$ cat config.mk
export PLATFORM = sky130hd
export DESIGN_NAME = tg_packet_injector
export DESIGN_NICKNAME = d
export VERILOG_FILES = /design/src/rtl/tg_packet_injector_pkg.sv /design/src/rtl/tg_packet_injector_fifo.sv /design/src/rtl/tg_packet_injector.sv
export SDC_FILE = /design/constraint.sdc
export NUM_CORES = 1
export LEC_CHECK = 0
export BUFFER_PORTS_ARGS = -buffer_cell sky130_fd_sc_hd__clkbuf_2
export CAP_MARGIN = 0
export CORE_MARGIN = 4
export CORE_UTILIZATION = 38
export CTS_CLUSTER_DIAMETER = 40
export CTS_CLUSTER_SIZE = 16
export DETAILED_ROUTE_END_ITERATION = 7
export GPL_TIMING_DRIVEN = 0
export PLACE_DENSITY = 0.57
export SYNTH_ARGS = -nofsm -noshare
export SYNTH_HDL_FRONTEND = slang
export SYNTH_SLANG_ARGS = --single-unit
$ cat constraint.sdc
create_clock -name clock -period 3.6 [get_ports clock]
set_clock_uncertainty 0.1 [all_clocks]
set_input_delay 0 -clock clock [delete_from_list [all_inputs] [get_ports clock]]
set_output_delay 0 -clock clock [all_outputs]
set_load 0.03 [all_outputs]
$ cat src/rtl/tg_packet_injector_pkg.sv
// Shared widths and field layouts for trace descriptors and flits.
// Descriptor: {measure, size, vc, dest, inj}. Flit: {flags, ts, dest, src_inj, oport, ovc}.
package tg_packet_injector_pkg;
    localparam int ADDR_WIDTH   = 8;
    localparam int TS_WIDTH     = 16;
    localparam int P_SIZE_WIDTH = 3;

    localparam int P_INJ_LSB     = 0;
    localparam int P_DEST_LSB    = P_INJ_LSB + TS_WIDTH;
    localparam int P_VC_WIDTH    = 4;
    localparam int P_VC_LSB      = P_DEST_LSB + ADDR_WIDTH;
    localparam int P_SIZE_LSB    = P_VC_LSB + P_VC_WIDTH;
    localparam int P_MEASURE_BIT = P_SIZE_LSB + P_SIZE_WIDTH;

    localparam int F_OVC_WIDTH   = 4;
    localparam int F_OPORT_WIDTH = 3;
    localparam int F_OVC_LSB     = 0;
    localparam int F_OPORT_LSB   = F_OVC_LSB + F_OVC_WIDTH;
    localparam int F_SRC_INJ_LSB = F_OPORT_LSB + F_OPORT_WIDTH;
    localparam int F_DEST_LSB    = F_SRC_INJ_LSB + TS_WIDTH;
    localparam int F_TS_LSB      = F_DEST_LSB + ADDR_WIDTH;
    localparam int F_FLAGS_LSB   = F_TS_LSB + TS_WIDTH;
    localparam int FLIT_WIDTH    = F_FLAGS_LSB + 3;

    // Largest packet is 1 << (2^P_SIZE_WIDTH - 1) flits, which needs 2^P_SIZE_WIDTH bits.
    localparam int REM_WIDTH = 1 << P_SIZE_WIDTH;

    function automatic logic [FLIT_WIDTH-1:0] pack_flit(
        input logic [2:0]             flags,
        input logic [TS_WIDTH-1:0]    ts,
        input logic [ADDR_WIDTH-1:0]  dest,
        input logic [TS_WIDTH-1:0]    src_inj,
        input logic [F_OVC_WIDTH-1:0] ovc
    );
        pack_flit = {flags, ts, dest, src_inj, {F_OPORT_WIDTH{1'b0}}, ovc};
    endfunction
endpackage

$ cat src/rtl/tg_packet_injector_fifo.sv
// Descriptor FIFO: count-based full/empty, head entry visible combinationally.
module tg_packet_fifo #(
    parameter int WIDTH = 32,
    parameter int DEPTH = 4
) (
    input  logic             clock,
    input  logic             reset,
    input  logic             push_i,
    input  logic [WIDTH-1:0] data_i,
    input  logic             pop_i,
    output logic [WIDTH-1:0] data_o,
    output logic             full_o,
    output logic             empty_o
);
    localparam int AW = (DEPTH > 1) ? $clog2(DEPTH) : 1;

    logic [WIDTH-1:0] mem_q [DEPTH];
    logic [AW-1:0]    wr_q, wr_d, rd_q, rd_d;
    logic [AW:0]      cnt_q, cnt_d;
    logic             do_push, do_pop;

    assign full_o  = (cnt_q == (AW+1)'(DEPTH));
    assign empty_o = (cnt_q == '0);
    assign do_push = push_i & ~full_o;
    assign do_pop  = pop_i & ~empty_o;
    assign data_o  = mem_q[rd_q];

    always_comb begin
        wr_d  = wr_q + AW'(do_push);
        rd_d  = rd_q + AW'(do_pop);
        cnt_d = cnt_q + (AW+1)'(do_push) - (AW+1)'(do_pop);
    end

    always_ff @(posedge clock) begin
        if (reset) begin
            wr_q  <= '0;
            rd_q  <= '0;
            cnt_q <= '0;
        end else begin
            wr_q  <= wr_d;
            rd_q  <= rd_d;
            cnt_q <= cnt_d;
        end
    end

    always_ff @(posedge clock) begin
        if (do_push) mem_q[wr_q] <= data_i;
    end
endmodule

$ cat src/rtl/tg_packet_injector.sv
// Trace-driven flit injector: queues descriptors, expands each into head/body/tail
// flits, holds the head until its timestamp is reached, and stalls on the VC's full flag.
module tg_packet_injector
    import tg_packet_injector_pkg::*;
#(
    parameter int HADDR      = 0,
    parameter int NVCS       = 2,
    parameter int FIFO_DEPTH = 4
) (
    input  logic                  clock,
    input  logic                  reset,
    input  logic                  enable,
    input  logic [TS_WIDTH-1:0]   sim_time,
    input  logic [31:0]           packet_in,
    input  logic                  packet_in_valid,
    output logic                  packet_request,
    input  logic [NVCS-1:0]       obuf_full,
    output logic [FLIT_WIDTH-1:0] flit_out,
    output logic                  flit_out_valid,
    output logic                  busy
);
    localparam int VC_W = $clog2(NVCS);
    localparam logic [ADDR_WIDTH-1:0] HADDR_A   = HADDR[ADDR_WIDTH-1:0];
    localparam logic [TS_WIDTH-1:0]   HADDR_EXT = {{(TS_WIDTH-ADDR_WIDTH){1'b0}}, HADDR_A};

    typedef enum logic [1:0] {IDLE = 2'd0, HEAD = 2'd1, BODY = 2'd2} state_e;

    state_e               state_q, state_d;
    logic [31:0]          pkt_q, pkt_d;
    logic [REM_WIDTH-1:0] rem_q, rem_d;

    logic                  fifo_full, fifo_empty, fifo_pop, fifo_push;
    logic [31:0]           fifo_head;
    logic [TS_WIDTH-1:0]   p_inj, t_diff;
    logic [ADDR_WIDTH-1:0] p_dest;
    logic [VC_W-1:0]       vc;
    logic                  p_measure, vc_full, time_ok, last, head_f, tail_f, inject;
    logic                  unused_pkt;

    assign packet_request = enable & ~fifo_full;
    assign fifo_push      = packet_request & packet_in_valid;

    tg_packet_fifo #(.WIDTH(32), .DEPTH(FIFO_DEPTH)) u_fifo (
        .clock   (clock),
        .reset   (reset),
        .push_i  (fifo_push),
        .data_i  (packet_in),
        .pop_i   (fifo_pop),
        .data_o  (fifo_head),
        .full_o  (fifo_full),
        .empty_o (fifo_empty)
    );

    assign p_inj      = pkt_q[P_INJ_LSB +: TS_WIDTH];
    assign p_dest     = pkt_q[P_DEST_LSB +: ADDR_WIDTH];
    assign p_measure  = pkt_q[P_MEASURE_BIT];
    assign vc         = pkt_q[P_VC_LSB +: VC_W];
    assign vc_full    = obuf_full[vc];
    assign unused_pkt = ^pkt_q;

    // Wrap-safe "sim_time >= inj": the difference is non-negative in TS_WIDTH arithmetic.
    assign t_diff  = sim_time - p_inj;
    assign time_ok = ~t_diff[TS_WIDTH-1];
    assign last    = (rem_q == REM_WIDTH'(1));

    always_comb begin
        state_d  = state_q;
        pkt_d    = pkt_q;
        rem_d    = rem_q;
        fifo_pop = 1'b0;
        inject   = 1'b0;
        head_f   = 1'b0;
        tail_f   = 1'b0;
        case (state_q)
            IDLE: begin
                if (!fifo_empty) begin
                    pkt_d    = fifo_head;
                    rem_d    = REM_WIDTH'(1) << fifo_head[P_SIZE_LSB +: P_SIZE_WIDTH];
                    fifo_pop = 1'b1;
                    state_d  = HEAD;
                end
            end
            HEAD: begin
                head_f = 1'b1;
                tail_f = last;
                if (enable && time_ok && !vc_full) begin
                    inject  = 1'b1;
                    rem_d   = rem_q - REM_WIDTH'(1);
                    state_d = last ? IDLE : BODY;
                end
            end
            BODY: begin
                tail_f = last;
                // Bodies ignore enable so a started packet always completes.
                if (!vc_full) begin
                    inject = 1'b1;
                    rem_d  = rem_q - REM_WIDTH'(1);
                    if (last) state_d = IDLE;
                end
            end
            default: state_d = IDLE;
        endcase
    end

    always_ff @(posedge clock) begin
        if (reset) begin
            state_q <= IDLE;
            pkt_q   <= '0;
            rem_q   <= '0;
        end else begin
            state_q <= state_d;
            pkt_q   <= pkt_d;
            rem_q   <= rem_d;
        end
    end

    assign flit_out_valid = inject;
    assign flit_out = pack_flit({head_f, tail_f, p_measure}, p_inj, p_dest,
                                head_f ? HADDR_EXT : p_inj, F_OVC_WIDTH'(vc));
    assign busy = (state_q != IDLE) | ~fifo_empty;
endmodule

==> results.ini <==
[outcome]
status=finished clean

[synthesis]
synth_top_area_cell=edfxtp_1
muxShareOfSynthArea=0.1064
avgSynthCellArea_um2=13.66
synthXorXnorAreaFrac=0.01552
synth_fa_ha_area_frac=0.04728
netlist_instances=496
ys_async_sr_fraction=0
synth_top_family_by_area=multiplexers
synth-simple-area-share=0.1007
yosys-top-cells-area=edfxtp_1 51%, dfxtp_1 13%, mux4_2 9.6%
synth-edff-count=116
synth_compound_area_frac=0.05153
syn_area_mm2=0.006774
netlist.area_leader.share=0.5142
ys_types=47
yosysWarnings=0
synth_ff_type=edfxtp_1
ys_ff_latch=159
ys_seq_area_frac=0.6413

[clock_tree]
numCtsBuffers=17
path_clk_slew_ps=60
cts_tree=done
cts.sinks=159
post-cts-setup-buffer-count=0
clock_path_buffers=2
cts-root-buf=clkbuf_16
cts-htree-levels=4
clk_latency_ps=410

[critical_path]
reg2reg_depth=14
crit_chain=inv_1, ha_1, nand2b_1, clkbuf_1, clkinv_1, clkbuf_2, ha_1, inv_1, ha_1, inv_1, fa_1, xor2_1, xnor2_1, nor2_1
crit_buf_inv=6
r2r-end=u_fifo.cnt_q[2]$_SDFF_PP0_
crit_start=state_q[0]$_SDFFE_PP0P_
timing.rr.start=state_q[0]$_SDFFE_PP0P_
path_depth=14
crit_path_end_kind=flip-flop
worstPathRequired_ps=3790
r2r_slack_ps=330
path_class=reg -> reg
arrival_ps=3460
worstPathMaxFanout=11
max_stage_delay_ps=380
critPathTopFamily=buffers and inverters
cp-start-kind=flip-flop
cp_slowest_cell=dfxtp_1
endpoint=u_fifo.cnt_q[2]$_SDFF_PP0_

[sta]
fin_crit_ps=3274
fmax_mhz=305.4
hold_viol=0
relSlewSlack=0.3899
whs_ps=86.14
rsz0062_at_grt=false
fin_crit_sh=0.9096
setup_violations=0
drv_slew=0
tightest_slew_ps=914.2

[placement]
dp_hpwl_um=10060
numPortBuffers=97
gp_congestion=0.8258

[detailed_routing]
drt_pass1_iterations=5
postRouteAntennaNets=0
vias=4252
viasPerCell=4.778
drc_errors=0
wirelength_um=14190
drt_iter0_drc=236
wl_per_cell_um=15.94

[pwr]
peakVddDrop_mv=0.4145
power.total_mw=6.525
intPower_mw=4.192
p_comb_frac=0.366
power_leakage_nw=3.206
pwr-share-seq=0.367
cellPowerDensity_mw_per_mm2=764.5
p_sw_mw=2.332
p_sw_frac=0.3575
clkPwrFrac=0.268

[worst_hold_path]
hp-class=in -> reg

[flow_run]
maxCapViolCount=0

[final_layout]
drive_above_1_share=0.2741
area_growth_pct=25.99
nFillCells=1525
fin_nets=730
regArea_mm2=0.004344
multiInputGateArea_mm2=0.002227

[floorplan]
row_count=48
start_util=0.3903
dieArea_mm2=0.02003
fp.coreArea_mm2=0.01736
die_x_um=141.5
die_h_um=141.5
pin_count=107

[grt]
grt_pass1_wl_um=22540
grt_overflow=0
antenna_found_initial=1
grt_max_degree=30
grt_pass1_vias=4233
grt_usage=0.1479

## power groups by stage
stage / sequential, mW / combinational (mW) / clock, mW
after floorplan: 2.60 / 1.56 / 0
after global placement: 2.42 / 2.33 / 0
after detailed placement: 2.43 / 2.39 / 0
after CTS: 2.40 / 2.43 / 1.78
after global routing: 2.43 / 2.64 / 1.87
final: 2.39 / 2.39 / 1.75
## registers in the layout (all words and copies together), names as in the netlist
name          cells
rem_q             8
u_fifo.mem_q    116
u_fifo.rd_q       2
state_q           2
u_fifo.cnt_q      3
pkt_q            26
u_fifo.wr_q       2
## area by class of cell
| cell class | count | share of cell area |
|---|---|---|
| Timing Repair Buffer | 131 | 0.09969 |
| Clock inverter | 9 | 0.01290 |
| Antenna cell | 1 | 0.0002932 |
| Tap cell | 225 | 0.03299 |
| Buffer | 29 | 0.01701 |
| Inverter | 28 | 0.01231 |
| Sequential cell | 159 | 0.5090 |
| Multi-Input combinational cell | 285 | 0.2610 |
| Clock buffer | 23 | 0.05483 |
## stage by stage
stage	setup WS [ps]	cell area, µm²	utilization	setup TNS (ps)	std cells
final	325.6	8534	0.4917	0	890
after global routing	84.73	8534	0.4917	0	890
after CTS	186.1	8531	0.4915	0	889
after detailed placement	232.7	7642	0.4403	0	826
after global placement	-405.8	7565	0.4358	-29970	823
after floorplan	245.7	6798	-	0	501
## synth_stat cells (all sizes together), types with 3 or more instances
| cell | count |
|---|---|
| a21oi | 41 |
| and2 | 4 |
| buf | 16 |
| clkbuf | 13 |
| dfxtp | 43 |
| edfxtp | 116 |
| ha | 24 |
| inv | 27 |
| mux2 | 3 |
| mux2i | 3 |
| mux4 | 29 |
| nand2 | 65 |
| nand2b | 6 |
| nor2 | 37 |
| nor2b | 11 |
| nor3 | 6 |
| o21ai | 7 |
| o31ai | 3 |
| or3 | 3 |
| xnor2 | 5 |
| xor2 | 7 |
## layout by cell type (no fill, tap or decap), types with 3 or more instances in the layout
cell type	n
buf_2	4
nand2b_1	6
buf_1	4
nor3_1	6
clkbuf_16	17
ha_1	24
dfxtp_1	43
inv_1	27
clkbuf_1	16
xnor2_1	5
clkinvlp_4	3
o21ai_0	7
or3_1	3
o31ai_1	3
xor2_1	7
mux2_2	3
nand2_1	65
clkbuf_2	98
conb_1	6
mux4_2	29
edfxtp_1	116
dlygate4sd3_1	31
nor2_1	35
buf_4	8
a21oi_1	41
and2_1	3
nor2b_1	11
## per-layer routing
layer  global-route usage  vias up  part of all wire
met5                    0        -                 0
met1               0.1912     2038              0.44
met4              0.05152        0             0.013
met3              0.04112       12             0.059
li1                     -     2100                 -
met2               0.2410      102              0.49
## worst min-delay path: stages
cell and delay [ps]:
clkbuf_2 80, mux2i_2 80, nand2_1 80, a211o_1 140, a311oi_2 50, mux2i_1 110
## how the worst min path moves through the flow
stage	from	end	slack (ps)	cells after the start
after floorplan	packet_in[0]	u_fifo.mem_q[0][0]$_DFFE_PP_	-1	0
after global placement	packet_in[9]	u_fifo.mem_q[2][9]$_DFFE_PP_	110	1
after detailed placement	packet_in[30]	u_fifo.mem_q[0][30]$_DFFE_PP_	120	1
after CTS	obuf_full[1]	state_q[0]$_SDFFE_PP0P_	60	6
after global routing	obuf_full[1]	state_q[0]$_SDFFE_PP0P_	100	6
final	obuf_full[1]	state_q[0]$_SDFFE_PP0P_	90	6
## repair_timing
action / 4_1_cts / 5_1_grt
resized for setup: 0 / 2
hold buffers: 31 / 0
endpoints found under the setup margin: 0 / 1
endpoints found under the hold margin: 120 / 0
## kinds of logic after synthesis
group / after synthesis
xor gates and xnor gates: 12
adders and majority gates: 25
AOI/OAI and AO/OA: 61
muxes: 35
and+or+nand+nor: 146
buffers and inverters: 57
other: 1
DFF: 159
(Power assumes the default switching activity.)
